File: config.mk
export PLATFORM = sky130hd
export DESIGN_NAME = bp_be_perf_report_arbiter
export DESIGN_NICKNAME = d
export VERILOG_FILES = /design/src/rtl/bp_be_perf_report_arbiter.sv
export SDC_FILE = /design/constraint.sdc
export NUM_CORES = 1
export LEC_CHECK = 0
export ABC_AREA = 1
export CELL_PAD_IN_SITES_DETAIL_PLACEMENT = 1
export CELL_PAD_IN_SITES_GLOBAL_PLACEMENT = 2
export CORE_UTILIZATION = 31
export DETAILED_ROUTE_END_ITERATION = 7
export GPL_ROUTABILITY_DRIVEN = 0
export HOLD_SLACK_MARGIN = 0.08
export PLACE_DENSITY_LB_ADDON = 0.1
export REMOVE_ABC_BUFFERS = 1
export SETUP_SLACK_MARGIN = 0.5
export SYNTH_ARGS = -nofsm -noshare
export SYNTH_HDL_FRONTEND = slang
export SYNTH_HIERARCHICAL = 1
export SYNTH_SLANG_ARGS = --single-unit
File: constraint.sdc
create_clock -name clk_i -period 2.64 [get_ports clk_i]
set_input_delay 0.528 -clock clk_i [delete_from_list [all_inputs] [get_ports clk_i]]
set_output_delay 0.528 -clock clk_i [all_outputs]
set_load 0.03 [all_outputs]
File: src/rtl/bp_be_perf_report_arbiter.sv
// Per-core cycle/instruction counters with finish-edge snapshots, arbitrated round-robin
// onto one report channel. Define BP_BE_PERF_MIPC_EN to add the serial mIPC divider.

module bp_be_perf_core_cnt #(
  parameter int cnt_width_p = 64
) (
  input  logic                   clk_i,
  input  logic                   reset_i,
  input  logic                   commit_i,
  input  logic                   finish_i,
  input  logic                   capture_i,
  output logic                   rise_o,
  output logic [cnt_width_p-1:0] snap_clk_o,
  output logic [cnt_width_p-1:0] snap_instr_o
);
  logic [cnt_width_p-1:0] clk_q, instr_q, snap_clk_q, snap_instr_q;
  logic                   prev_q;

  assign rise_o       = finish_i & ~prev_q;
  assign snap_clk_o   = snap_clk_q;
  assign snap_instr_o = snap_instr_q;

  always_ff @(posedge clk_i) begin
    if (reset_i) begin
      clk_q        <= '0;
      instr_q      <= '0;
      snap_clk_q   <= '0;
      snap_instr_q <= '0;
      prev_q       <= 1'b0;
    end else begin
      prev_q <= finish_i;
      if (!finish_i) begin
        clk_q   <= clk_q + 1'b1;
        instr_q <= instr_q + cnt_width_p'(commit_i);
      end
      // Snapshot holds the counts at the start of the edge cycle
      if (capture_i) begin
        snap_clk_q   <= clk_q;
        snap_instr_q <= instr_q;
      end
    end
  end
endmodule

module bp_be_perf_report_arbiter #(
  parameter int num_core_p  = 1,
  parameter int cnt_width_p = 64,
  localparam int CW = (num_core_p > 1) ? $clog2(num_core_p) : 1
) (
  input  logic                   clk_i,
  input  logic                   reset_i,
  input  logic                   freeze_i,
  input  logic [num_core_p-1:0]  commit_v_i,
  input  logic [num_core_p-1:0]  program_finish_i,
  output logic                   report_v_o,
  input  logic                   report_ready_i,
  output logic [CW-1:0]          report_core_o,
  output logic [cnt_width_p-1:0] report_clk_o,
  output logic [cnt_width_p-1:0] report_instr_o,
  output logic [cnt_width_p-1:0] report_mipc_o
);
  localparam int W = cnt_width_p;

  typedef enum logic [1:0] {S_IDLE, S_DIV, S_SEND} state_e;

  state_e                          state_q, state_d;
  logic                            rst, hs, grant_v;
  logic [num_core_p-1:0]           rise, capture, clr, pend_keep, pending_q, pending_d;
  logic [num_core_p-1:0][W-1:0]    snap_clk, snap_instr;
  logic [CW-1:0]                   rr_q, gnt_d, grant_q;
  logic [W-1:0]                    rep_clk_q, rep_instr_q;
  int                              idx;
  logic                            found;

  assign rst = reset_i | freeze_i;

  for (genvar k = 0; k < num_core_p; k++) begin : g_core
    bp_be_perf_core_cnt #(.cnt_width_p(W)) u_cnt (
      .clk_i       (clk_i),
      .reset_i     (rst),
      .commit_i    (commit_v_i[k]),
      .finish_i    (program_finish_i[k]),
      .capture_i   (capture[k]),
      .rise_o      (rise[k]),
      .snap_clk_o  (snap_clk[k]),
      .snap_instr_o(snap_instr[k])
    );
  end

  // Clear-then-set so an edge on the granted core in its handshake cycle is kept
  assign hs        = (state_q == S_SEND) & report_ready_i;
  assign clr       = hs ? (num_core_p'(1) << grant_q) : '0;
  assign pend_keep = pending_q & ~clr;
  assign capture   = rise & ~pend_keep;
  assign pending_d = pend_keep | capture;

  always_comb begin
    gnt_d = '0;
    found = 1'b0;
    idx   = 0;
    for (int i = 0; i < num_core_p; i++) begin
      idx = int'(rr_q) + i;
      if (idx >= num_core_p) idx = idx - num_core_p;
      if (!found && pending_q[idx]) begin
        found = 1'b1;
        gnt_d = CW'(idx);
      end
    end
  end

  assign grant_v = (state_q == S_IDLE) & (|pending_q);

`ifdef BP_BE_PERF_MIPC_EN
  localparam int DCW = $clog2(W) + 1;
  logic [DCW-1:0] div_cnt_q;
  logic [W-1:0]   quot_q, rem_q;
  logic [W:0]     rem_sh, diff;

  assign rem_sh = {rem_q, quot_q[W-1]};
  assign diff   = rem_sh - {1'b0, rep_clk_q};

  // Restoring divide; a zero divisor never underflows, giving all ones
  always_ff @(posedge clk_i) begin
    if (rst) begin
      div_cnt_q <= '0;
      quot_q    <= '0;
      rem_q     <= '0;
    end else if (grant_v) begin
      div_cnt_q <= '0;
      quot_q    <= W'(snap_instr[gnt_d] * W'(1000));
      rem_q     <= '0;
    end else if (state_q == S_DIV) begin
      div_cnt_q <= div_cnt_q + 1'b1;
      if (!diff[W]) begin
        rem_q  <= diff[W-1:0];
        quot_q <= {quot_q[W-2:0], 1'b1};
      end else begin
        rem_q  <= rem_sh[W-1:0];
        quot_q <= {quot_q[W-2:0], 1'b0};
      end
    end
  end

  assign report_mipc_o = quot_q;
`else
  assign report_mipc_o = '0;
`endif

  always_ff @(posedge clk_i) begin
    if (rst) state_q <= S_IDLE;
    else     state_q <= state_d;
  end

  always_comb begin
    state_d = state_q;
    case (state_q)
      S_IDLE:
`ifdef BP_BE_PERF_MIPC_EN
        if (|pending_q) state_d = S_DIV;
      S_DIV:
        if (div_cnt_q == DCW'(W - 1)) state_d = S_SEND;
`else
        if (|pending_q) state_d = S_SEND;
`endif
      S_SEND:
        if (report_ready_i) state_d = S_IDLE;
      default: state_d = S_IDLE;
    endcase
  end

  always_comb begin
    report_v_o = (state_q == S_SEND);
  end

  always_ff @(posedge clk_i) begin
    if (rst) begin
      pending_q   <= '0;
      rr_q        <= '0;
      grant_q     <= '0;
      rep_clk_q   <= '0;
      rep_instr_q <= '0;
    end else begin
      pending_q <= pending_d;
      if (grant_v) begin
        grant_q     <= gnt_d;
        rep_clk_q   <= snap_clk[gnt_d];
        rep_instr_q <= snap_instr[gnt_d];
      end
      if (hs) rr_q <= (grant_q == CW'(num_core_p - 1)) ? '0 : grant_q + 1'b1;
    end
  end

  assign report_core_o  = grant_q;
  assign report_clk_o   = rep_clk_q;
  assign report_instr_o = rep_instr_q;
endmodule

==> out/qor.csv, run 1 <==
stage,metric,value,unit
outcome,outcome,"finished, final reports clean",
cells_and_area,syn_to_final_growth,18.1,%
logic_synthesis,netlist-cell-type-count,36,
logic_synthesis,synth_cells,2641,
clocking,cts_root_buf,clkbuf_16,
hold_path,min_from,report_clk_o[23],
timing,worst_slack,0.546,ns
cells_and_area,fillers,7137,
cells_and_area,antenna_cells,0,
timing,fmax,477,MHz
cells_and_area,area.sequential,0.00775,mm2
setup_path,cp_cell_sequence,clkdlybuf4s50_1,
grt,grt_pass1_wl,86500,um
grt,grt_max_degree,130,
clocking,clockBufferDepth,3,
route,drc,0,
cells_and_area,multi_input_area,0.00817,mm2
setup_path,cpPeakStageDelay,0.67,ns
grt,grt_pass1_vias,16600,
logic_synthesis,ys_ff_latch,387,
logic_synthesis,yosysWarnings,6,
clocking,clk_latency,0.58,ns
floorplanning,rows,87,
floorplanning,core,0.0565,mm2
timing,setup_viol,0,
setup_path,criticalPathCategory,flop to output port,
grt,met1_usage,21.9,%
route,finalWirelength,53700,um
logic_synthesis,synth.top_cells.by_area,"dfxtp_1 44%, nor2_1 15%, nand2_1 9.8%",
setup_path,crit_required,2.11,ns
place,io_buffers,134,
timing,skew,0.0138,ns
grt,grt-ovfl-total,0,
timing,fin_crit_sh,79.3,%
grt,grtUsageMet3,2.30,%
setup_path,path_buf_inv,1,
cells_and_area,drive_gt1_share,6.02,%
cells_and_area,fin_util,37.1,%
route,vias_per_cell,4.62,
route,wl_per_cell,15.3,um
setup_path,worstPathArrival,1.57,ns
floorplanning,dieArea,0.0582,mm2
clocking,cts_tree,done,
floorplanning,start_util,31.4,%
route,drt_iter0_markers,537,
grt,top_usage_layer,met2,
logic_synthesis,yosysTopAreaCell,dfxtp_1,
logic_synthesis,synth_top_cell_area_share,43.7,%
clocking,post-cts-setup-buffer-count,0,
floorplanning,ios,200,
place,placed_area,0.0195,mm2
timing,rsz0062_at_grt,yes,
place,dp_cells,3432,
logic_synthesis,avgSynthCellArea,6.72,um2
logic_synthesis,synth-seq-area-share,43.7,%
clocking,cts_max_level,2,
grt,track_usage,18.7,%
timing,slew_headroom,44.8,%
setup_path,timing.rr.start,g_core[0].u_cnt/instr_q[8],
timing,worst_pin_slew,0.827,ns
route,dr.pass1.iters,4,
clocking,cts.clk_slew.worst_paths,0.05,ns
pwr,p_per_area,642,mW/mm2
route,final_antenna_net_count,0,
cells_and_area,final_cells,3514,
timing,layout_min_cycle_time,2.09,ns
grt,antenna_found_initial,0,
cells_and_area,nNetsFinal,2735,
floorplanning,die_h,241,um
clocking,cts_sinks,387,
clocking,hold_buffers,0,
place,place.detailed.hpwl,38600,um
timing,slew_viol_final,0,
timing,setup_tns,0,ns
route,vias,16300,
setup_path,cp-startpoint,report_instr_o[13],
flow_run,cap_violations,0,
floorplanning,chipWidth,241,um
grt,grt_util_met2,34.6,%
clocking,cts_buffers,48,
setup_path,crit_slowest_cell,clkdlybuf4s50_1,
setup_path,end_kind,output port,
timing,hold_violations,0,
place,pre_cts_slack,-0.0313,ns
setup_path,start_kind,flop,
setup_path,critPathMaxFanout,2,
pwr,p_leak,8.19,nW
cells_and_area,stdcell_area,0.0210,mm2
logic_synthesis,syn_area,0.0177,mm2
pwr,ir_drop,0.000390,V
hold_path,hold_class,flop to flop,
setup_path,crit_family,buffers and inverters,
## cell families (layout without fill, tap and decap cells)
group	after synthesis	count (layout)	share of synthesized area [%]
AND/OR/NAND/NOR	1458	1458	34.3
other	1	65	0.0211
adder cells (fa/ha/maj)	3	3	0.212
buffers and inverters	458	511	12.0
XOR/XNOR	13	13	0.642
flip-flops	387	387	43.7
AO/OA/AOI/OAI	321	321	9.17
## flip-flops by register name (all words and copies together) (netlist names)
signal	count
g_core.u_cnt/clk_q	64
g_core.u_cnt/instr_q	64
g_core.u_cnt/snap_clk_o	64
g_core.u_cnt/snap_instr_o	64
report_clk_o	64
report_instr_o	64
g_core.u_cnt/prev_q	1
pending_q	1
state_q	1
## per-stage QoR
stage,hold WS [ns],power [mW]
2_1_floorplan,0.446,6.90
3_3_place_gp,0.463,7.16
3_5_place_dp,0.473,7.18
4_1_cts,0.483,13.7
5_1_grt,0.493,14.1
6_report,0.475,13.4
## synthesized netlist by cell type
cell	instances
nor2_1	696
nand2_1	461
dfxtp_1	387
inv_1	270
nand3_1	197
o21ai_0	178
a21oi_1	132
buf_4	80
clkbuf_1	49
buf_2	38
nor2_2	20
nor2_4	20
nand4_1	18
nand2_2	16
nor3_1	13
xor2_1	10
clkbuf_4	7
inv_2	6
o21bai_1	6
and2_1	5
nand3b_1	5
buf_6	4
buf_1	3
ha_1	3
xnor2_1	3
o21a_1	2
o21ai_1	2
or2_2	2
a31oi_1	1
clkinv_2	1
conb_1	1
nand2_4	1
nand4_2	1
nor3b_1	1
nor3b_2	1
nor4_1	1
## final timing paths
| check | to | slack [ns] | cells after the start |
|---|---|---|---|
| setup reg to reg | g_core[0].u_cnt/instr_q[48] | 0.70 | 9 |
| hold / removal | report_clk_o[23] | 0.47 | 2 |
| hold reg to reg | report_clk_o[23] | 0.47 | 2 |
| setup / recovery | report_instr_o[13] | 0.55 | 1 |
## final cells by class
cell class | count | share of cell area, %
timing repair buffer | 152 | 7.24
inverter | 277 | 4.98
sequential | 387 | 37.0
clock inverter | 9 | 0.454
clock buffer | 73 | 6.85
multi-input combinational | 1860 | 39.0
tap | 756 | 4.51
## report_power, final
group          switching (mW)  internal (mW)
sequential             0.0610           5.97
combinational           0.704          0.267
clock                    2.54           3.90
## layout by cell type (no fill, tap or decap), types with 2 or more instances in the layout
master	n
nor2_1	693
nand2_1	461
dfxtp_1	386
inv_1	267
nand3_1	195
o21ai_0	178
a21oi_1	131
dlygate4sd2_1	93
conb_1	65
clkbuf_16	49
nor2_4	25
dlymetal6s2s_1	23
nor2_2	18
nand4_1	18
clkdlybuf4s50_1	18
nand2_2	15
nor3_1	13
clkbuf_1	12
clkbuf_8	12
xor2_1	10
buf_4	10
clkinv_2	9
buf_12	8
inv_2	7
o21bai_1	6
and2_1	5
nand3b_1	5
xnor2_1	3
ha_1	3
bufinv_16	2
o21ai_1	2
or2_2	2
o21a_1	2
nand2_4	2
nand3_2	2
## metal layers
layer	share of wire, %	vias up	wire length, um
met5	0	-	0
met4	2.9	0	1550
met3	2.4	83	1310
met2	51	170	27300
met1	44	7740	23500
li1	-	8257	-
## repair_timing
item | in CTS | in global routing
gates resized for setup | 93 | 31
pin swaps | 0 | 0
endpoints found under the setup margin | 93 | 30
Power figures use the tool's default switching activity.
==> run 2, diff against run 1 <==
--- a/config.mk
+++ b/config.mk
@@ -8,7 +8,7 @@
 export ABC_AREA = 1
 export CELL_PAD_IN_SITES_DETAIL_PLACEMENT = 1
 export CELL_PAD_IN_SITES_GLOBAL_PLACEMENT = 2
-export CORE_UTILIZATION = 31
+export CORE_UTILIZATION = 28
 export DETAILED_ROUTE_END_ITERATION = 7
 export GPL_ROUTABILITY_DRIVEN = 0
 export HOLD_SLACK_MARGIN = 0.08
==> constraint.sdc (replaced) <==
create_clock -name clk_i -period 1.8 [get_ports clk_i]
set_input_delay 0.36 -clock clk_i [delete_from_list [all_inputs] [get_ports clk_i]]
set_output_delay 0.36 -clock clk_i [all_outputs]
set_load 0.03 [all_outputs]
==> out/qor.csv, run 2 (synthesized netlist as in run 1, its figures left out) <==
stage,metric,value,unit,change
cells_and_area,mostFrequentLayoutCell,nor2_1,,
setup_path,crit_end,g_core[0].u_cnt/instr_q[40],,
setup_path,cpPeakStageDelay,0.35,ns,-0.32 ns
pwr,p_leak,9.30,nW,+14%
setup_path,path_buf_inv,1,,unchanged
clocking,cts.clk_slew.worst_paths,0.06,ns,about the same
floorplanning,die_h,254,um,+5.2%
grt,grt-ovfl-total,0,,unchanged
flow_run,cap_violations,0,,unchanged
grt,antenna_found_initial,0,,unchanged
setup_path,crit_slowest_cell,dfxtp_2,,
cells_and_area,antenna_cells,0,,unchanged
cells_and_area,final_cell_mix,"609 x nor2_1, 408 x nand2_1, 262 x inv_1",,
pwr,ir_drop,0.000569,V,+46%
grt,grt_pass1_wl,92400,um,+6.8%
setup_path,cp_cell_sequence,ha_4 -> ha_4 -> nand2_4 -> nor2_4 -> nand2_2 -> nor2_4 -> buf_4 -> nand3_2 -> o21bai_1 -> nand2_1 -> nor2_1,,
place,place.detailed.hpwl,43400,um,+12%
floorplanning,dieArea,0.0644,mm2,+11%
route,final_antenna_net_count,0,,unchanged
grt,grt_pass1_vias,17600,,+6.0%
route,vias,17100,,+5.4%
timing,fmax,587,MHz,
floorplanning,rows,91,,+4.6%
cells_and_area,drive_gt1_share,29.8,%,+24 points
route,wl_per_cell,16.6,um,+8.5%
setup_path,timing.rr.start,g_core[0].u_cnt/instr_q[0],,
floorplanning,start_util,28.5,%,-2.9 points
place,io_buffers,134,,unchanged
setup_path,cp_num_cells,11,,+10
outcome,outcome,"finished, final reports clean",,
setup_path,crit_required,2.32,ns,+0.21 ns
route,finalWirelength,62600,um,+17%
clocking,cts_sinks,387,,unchanged
floorplanning,ios,200,,unchanged
clocking,cts_tree,done,,
timing,hold_violations,0,,unchanged
floorplanning,core,0.0622,mm2,+10%
setup_path,end_kind,flop,,
timing,layout_min_cycle_time,1.70,ns,
setup_path,worstPathArrival,2.23,ns,+0.66 ns
route,drt_iter0_markers,533,,-0.74%
setup_path,start_kind,flop,,
route,drc,0,,unchanged
setup_path,crit_family,simple AND/OR/NAND/NOR gates,,
timing,fin_crit_sh,94.6,%,
timing,skew,0.0181,ns,+0.00430 ns
timing,slew_viol_final,0,,unchanged
cells_and_area,final_cells,3778,,+7.5%
hold_path,hold_class,primary input to flop,,
setup_path,r2r-end,g_core[0].u_cnt/instr_q[40],,
clocking,cts_max_level,2,,unchanged
route,vias_per_cell,4.53,,-2.0%
setup_path,r2r_slack,0.1,ns,-0.60 ns
setup_path,critPathMaxFanout,4,,+2
route,dr.pass1.iters,6,,+2
timing,worst_pin_slew,0.518,ns,-0.309 ns
clocking,cts_buffers,49,,+2.1%
setup_path,cp-startpoint,g_core[0].u_cnt/instr_q[0],,
clocking,clk_latency,0.59,ns,about the same
timing,setup_viol,0,,unchanged
floorplanning,chipWidth,254,um,+5.2%
timing,holdWs,0.315,ns,-0.160 ns
grt,grt_max_degree,84,,-35%
clocking,cts_root_buf,clkbuf_16,,
setup_path,criticalPathCategory,flop to flop,,
clocking,hold_buffers,0,,unchanged
timing,rsz0062_at_grt,yes,,
place,dp_cells,3630,,+5.8%
timing,slew_headroom,65.1,%,+20 points
setup_path,reg2reg_depth,11,,+2
pwr,p_per_area,861,mW/mm2,+34%
grt,track_usage,18.0,%,-0.67 points
cells_and_area,nNetsFinal,2909,,+6.4%
clocking,clockBufferDepth,3,,unchanged
cells_and_area,fillers,7691,,+7.8%
cells_and_area,syn_to_final_growth,38.3,%,
run 2: worst register-to-register path, stage by stage (launching register included):
cell and delay (ns):
dfxtp_2 0.35, ha_4 0.15, ha_4 0.14, nand2_4 0.07, nor2_4 0.14, nand2_2 0.10
nor2_4 0.15, buf_4 0.15, nand3_2 0.10, o21bai_1 0.14, nand2_1 0.06, nor2_1 0.08
run 2: power breakdown:
part | internal [mW] | switching (mW)
Clock | 6.39 | 3.96
Combinational | 0.700 | 1.23
Sequential | 8.74 | 0.114
Total | 15.8 | 5.30
run 2: worst min path at each step:
stage	start	endpoint	slack (ns)	cells past startpoint
2_1_floorplan	g_core[0].u_cnt/clk_q[31]	g_core[0].u_cnt/clk_q[31]	0.45	1
4_1_cts	report_clk_o[33]	report_clk_o[33]	0.48	2
3_5_place_dp	report_clk_o[27]	report_clk_o[27]	0.47	2
6_report	program_finish_i	g_core[0].u_cnt/clk_q[1]	0.32	4
5_1_grt	program_finish_i	g_core[0].u_cnt/instr_q[0]	0.36	4
3_3_place_gp	report_clk_o[50]	report_clk_o[50]	0.46	2
run 2: repair_timing:
action,4_1_cts,5_1_grt
endpoints found under the setup margin,459,513
pin swaps,11,82
buffers inserted,13,27
resized for setup,1048,376
cloned,0,16
run 2: metrics by stage:
| step | power (mW) | setup TNS (ns) | instance area, um2 | setup WS (ns) | utilization, % |
|---|---|---|---|---|---|
| after floorplan | 10.1 | -2451.26 | 16900 | -9.26 | - |
| after global placement | 10.6 | -87.68 | 20500 | -0.577 | 33.0 |
| after detailed placement | 10.6 | -96.47 | 20500 | -0.622 | 33.0 |
| after CTS | 21.2 | 0 | 22800 | 0.0909 | 36.7 |
| after global routing | 22.0 | -0.0221 | 24500 | -0.0143 | 39.5 |
| final | 21.1 | 0 | 24500 | 0.0969 | 39.5 |
run 2: final cells by class:
class	instances	area [um2]	share of cell area, %
flip-flops and latches	387	8040	32.8
repair buffers	325	3560	14.5
clock buffers	74	1480	6.04
multi-input cells	1860	9140	37.2
well taps	837	1050	4.27
inverters	277	1050	4.28
clock inverters	18	225	0.918
run 2: layer usage:
layer	routed length, um	vias up	track usage [%]
met5	0	-	0
met4	1750	0	5.65
met3	1400	104	2.17
met2	32300	188	33.7
met1	27200	8211	21.1
li1	-	8626	-
==> run 3, diff against run 2 <==
--- a/config.mk
+++ b/config.mk
@@ -8,8 +8,9 @@
 export ABC_AREA = 1
 export CELL_PAD_IN_SITES_DETAIL_PLACEMENT = 1
 export CELL_PAD_IN_SITES_GLOBAL_PLACEMENT = 2
-export CORE_UTILIZATION = 28
+export CORE_UTILIZATION = 32
 export DETAILED_ROUTE_END_ITERATION = 7
+export DONT_BUFFER_PORTS = 1
 export GPL_ROUTABILITY_DRIVEN = 0
 export HOLD_SLACK_MARGIN = 0.08
 export PLACE_DENSITY_LB_ADDON = 0.1
==> constraint.sdc (replaced) <==
create_clock -name clk_i -period 1.8 [get_ports clk_i]
set_input_delay 0.36 -clock clk_i [delete_from_list [all_inputs] [get_ports clk_i]]
set_output_delay 0.36 -clock clk_i [all_outputs]
set_load 0.1 [all_outputs]
==> out/qor.csv, run 3 (synthesized netlist as in run 1, its figures left out) <==
stage,metric,value,unit,change
clocking,cts_tree,done,,
floorplanning,ios,200,,unchanged
timing,slew_headroom,58.2,%,-7.0 points
place,place.detailed.hpwl,40800,um,-5.9%
route,drc,0,,unchanged
clocking,cts.clk_slew.worst_paths,0.06,ns,about the same
floorplanning,core,0.0543,mm2,-13%
route,finalWirelength,68100,um,+8.7%
grt,antenna_found_initial,0,,unchanged
route,highest_layer,met4,,
cells_and_area,fin_util,46.8,%,+7.3 points
cells_and_area,drive_gt1_share,31.3,%,+1.4 points
setup_path,crit_required,2.28,ns,-0.04 ns
timing,hold_violations,4,,+4
setup_path,cpMostUsedCell,nor2_1,,
route,final_antenna_net_count,0,,unchanged
clocking,clockBufferDepth,3,,unchanged
outcome,failed_checks,hold timing,,
pwr,p_per_area,831,mW/mm2,-3.5%
place,pre_cts_slack,-0.0503,ns,+0.572 ns
timing,worst_pin_slew,0.628,ns,+0.110 ns
place,io_buffers,0,,-100%
clocking,cts_max_level,2,,unchanged
cells_and_area,antenna_cells,0,,unchanged
grt,grt-ovfl-total,0,,unchanged
cells_and_area,final_cells,3707,,-1.9%
route,vias_per_cell,4.77,,+5.2%
timing,setup_viol,0,,unchanged
floorplanning,chipWidth,237,um,-6.4%
setup_path,end_kind,flop,,
outcome,outcome,"complete, but fails checks",,
setup_path,criticalPathCategory,flop to flop,,
timing,layout_min_cycle_time,1.71,ns,+0.00969 ns
route,dr.pass1.iters,5,,-1
floorplanning,rows,85,,-6.6%
setup_path,cp_cell_sequence,nand2_1 -> nor2_1 -> nand2_1 -> nor2_1 -> inv_1 -> nor2_1 -> buf_4 -> nand3_2 -> nand2_1 -> nor2_1,,
route,wl_per_cell,18.4,um,+11%
cells_and_area,final_cell_mix,"580 x nor2_1, 395 x nand2_1, 263 x dfxtp_1",,
flow_run,cap_violations,0,,unchanged
route,vias,17700,,+3.2%
pwr,p_total,21.1,mW,about the same
timing,fin_crit_sh,95.2,%,+0.54 points
timing,setup_tns,0,ns,unchanged
timing,worst_slack,0.0872,ns,-0.00969 ns
timing,rsz0062_at_grt,yes,,
cells_and_area,stdcell_area,0.0254,mm2,+3.6%
floorplanning,dieArea,0.0564,mm2,-12%
grt,track_usage,22.1,%,+4.1 points
hold_path,hold_class,primary input to flop,,
grt,grt_max_degree,130,,+55%
pwr,ir_drop,0.000555,V,-2.6%
cells_and_area,nNetsFinal,2949,,+1.4%
cells_and_area,syn_to_final_growth,43.2,%,
clocking,clk_latency,0.59,ns,about the same
floorplanning,die_h,237,um,-6.4%
place,placed_area,0.0197,mm2,-4.2%
setup_path,start_kind,flop,,
timing,holdWs,-0.117,ns,-0.432 ns
setup_path,cpPeakStageDelay,0.36,ns,about the same
grt,grt_pass1_wl,98900,um,+7.0%
setup_path,critPathMaxFanout,4,,unchanged
clocking,cts_root_buf,clkbuf_16,,
route,dr_wl_met3,1950,um,+40%
setup_path,crit_slowest_cell,dfxtp_2,,
place,dp_cells,3484,,-4.0%
grt,grt_pass1_vias,18100,,+2.9%
cells_and_area,fillers,6652,,-14%
timing,fmax,584,MHz,-0.57%
route,wl_met2,35700,um,+11%
clocking,cts_buffers,47,,-4.1%
cells_and_area,mostFrequentLayoutCell,nor2_1,,
clocking,cts_sinks,387,,unchanged
route,drt_iter0_markers,668,,+25%
timing,skew,0.0172,ns,-0.000924 ns
setup_path,worstPathArrival,2.20,ns,-0.03 ns
route,met1Wirelength,28300,um,+3.9%
floorplanning,start_util,32.6,%,+4.1 points
timing,slew_viol_final,0,,unchanged
pwr,p_leak,9.73,nW,+4.6%
-- run 3: routing by layer --
layer	track usage, %	up-vias
met1	25.8	8602
met5	0	-
met3	2.51	114
met2	41.7	255
met4	7.06	0
li1	-	8707
-- run 3: final cells by class --
cell class	count	area [um2]	share of cell area [%]
inverter	277	1060	4.18
sequential	387	7980	31.4
clock buffer	65	1350	5.33
clock inverter	12	116	0.458
multi-input combinational	1860	9630	37.9
timing repair buffer	367	4350	17.1
tap	739	925	3.64
-- run 3: critical path: cells and delay by family, from the launching register on --
family	cells	cell delay [ns]
flops	1	0.36
buf+inv	2	0.23
simple gates	8	1.00
-- run 3: final timing paths --
| kind | from | end | slack [ns] | depth (start not counted) |
|---|---|---|---|---|
| worst min-delay path | program_finish_i | g_core[0].u_cnt/clk_q[0] | -0.12 | 1 |
| worst max-delay path | g_core[0].u_cnt/clk_q[40] | g_core[0].u_cnt/clk_q[58] | 0.09 | 10 |
| worst max register to register | g_core[0].u_cnt/clk_q[40] | g_core[0].u_cnt/clk_q[58] | 0.09 | 10 |
| worst min register to register | g_core[0].u_cnt/clk_q[7] | g_core[0].u_cnt/clk_q[7] | 0.47 | 1 |
-- run 3: repair_timing --
item                                   CTS  global route
setup endpoints to repair              377           504
gates resized for setup                377           432
buffers inserted                        62            52
pin swaps                               85           133
endpoints found under the hold margin   11             8
gates cloned                            19            13
-- run 3: report_power, final --
group          leakage, nW  switching, mW  internal [mW]
combinational         5.79           2.12          0.867
clock                0.731           3.84           5.48
sequential            3.21          0.107           8.71
total                 9.73           6.07           15.1
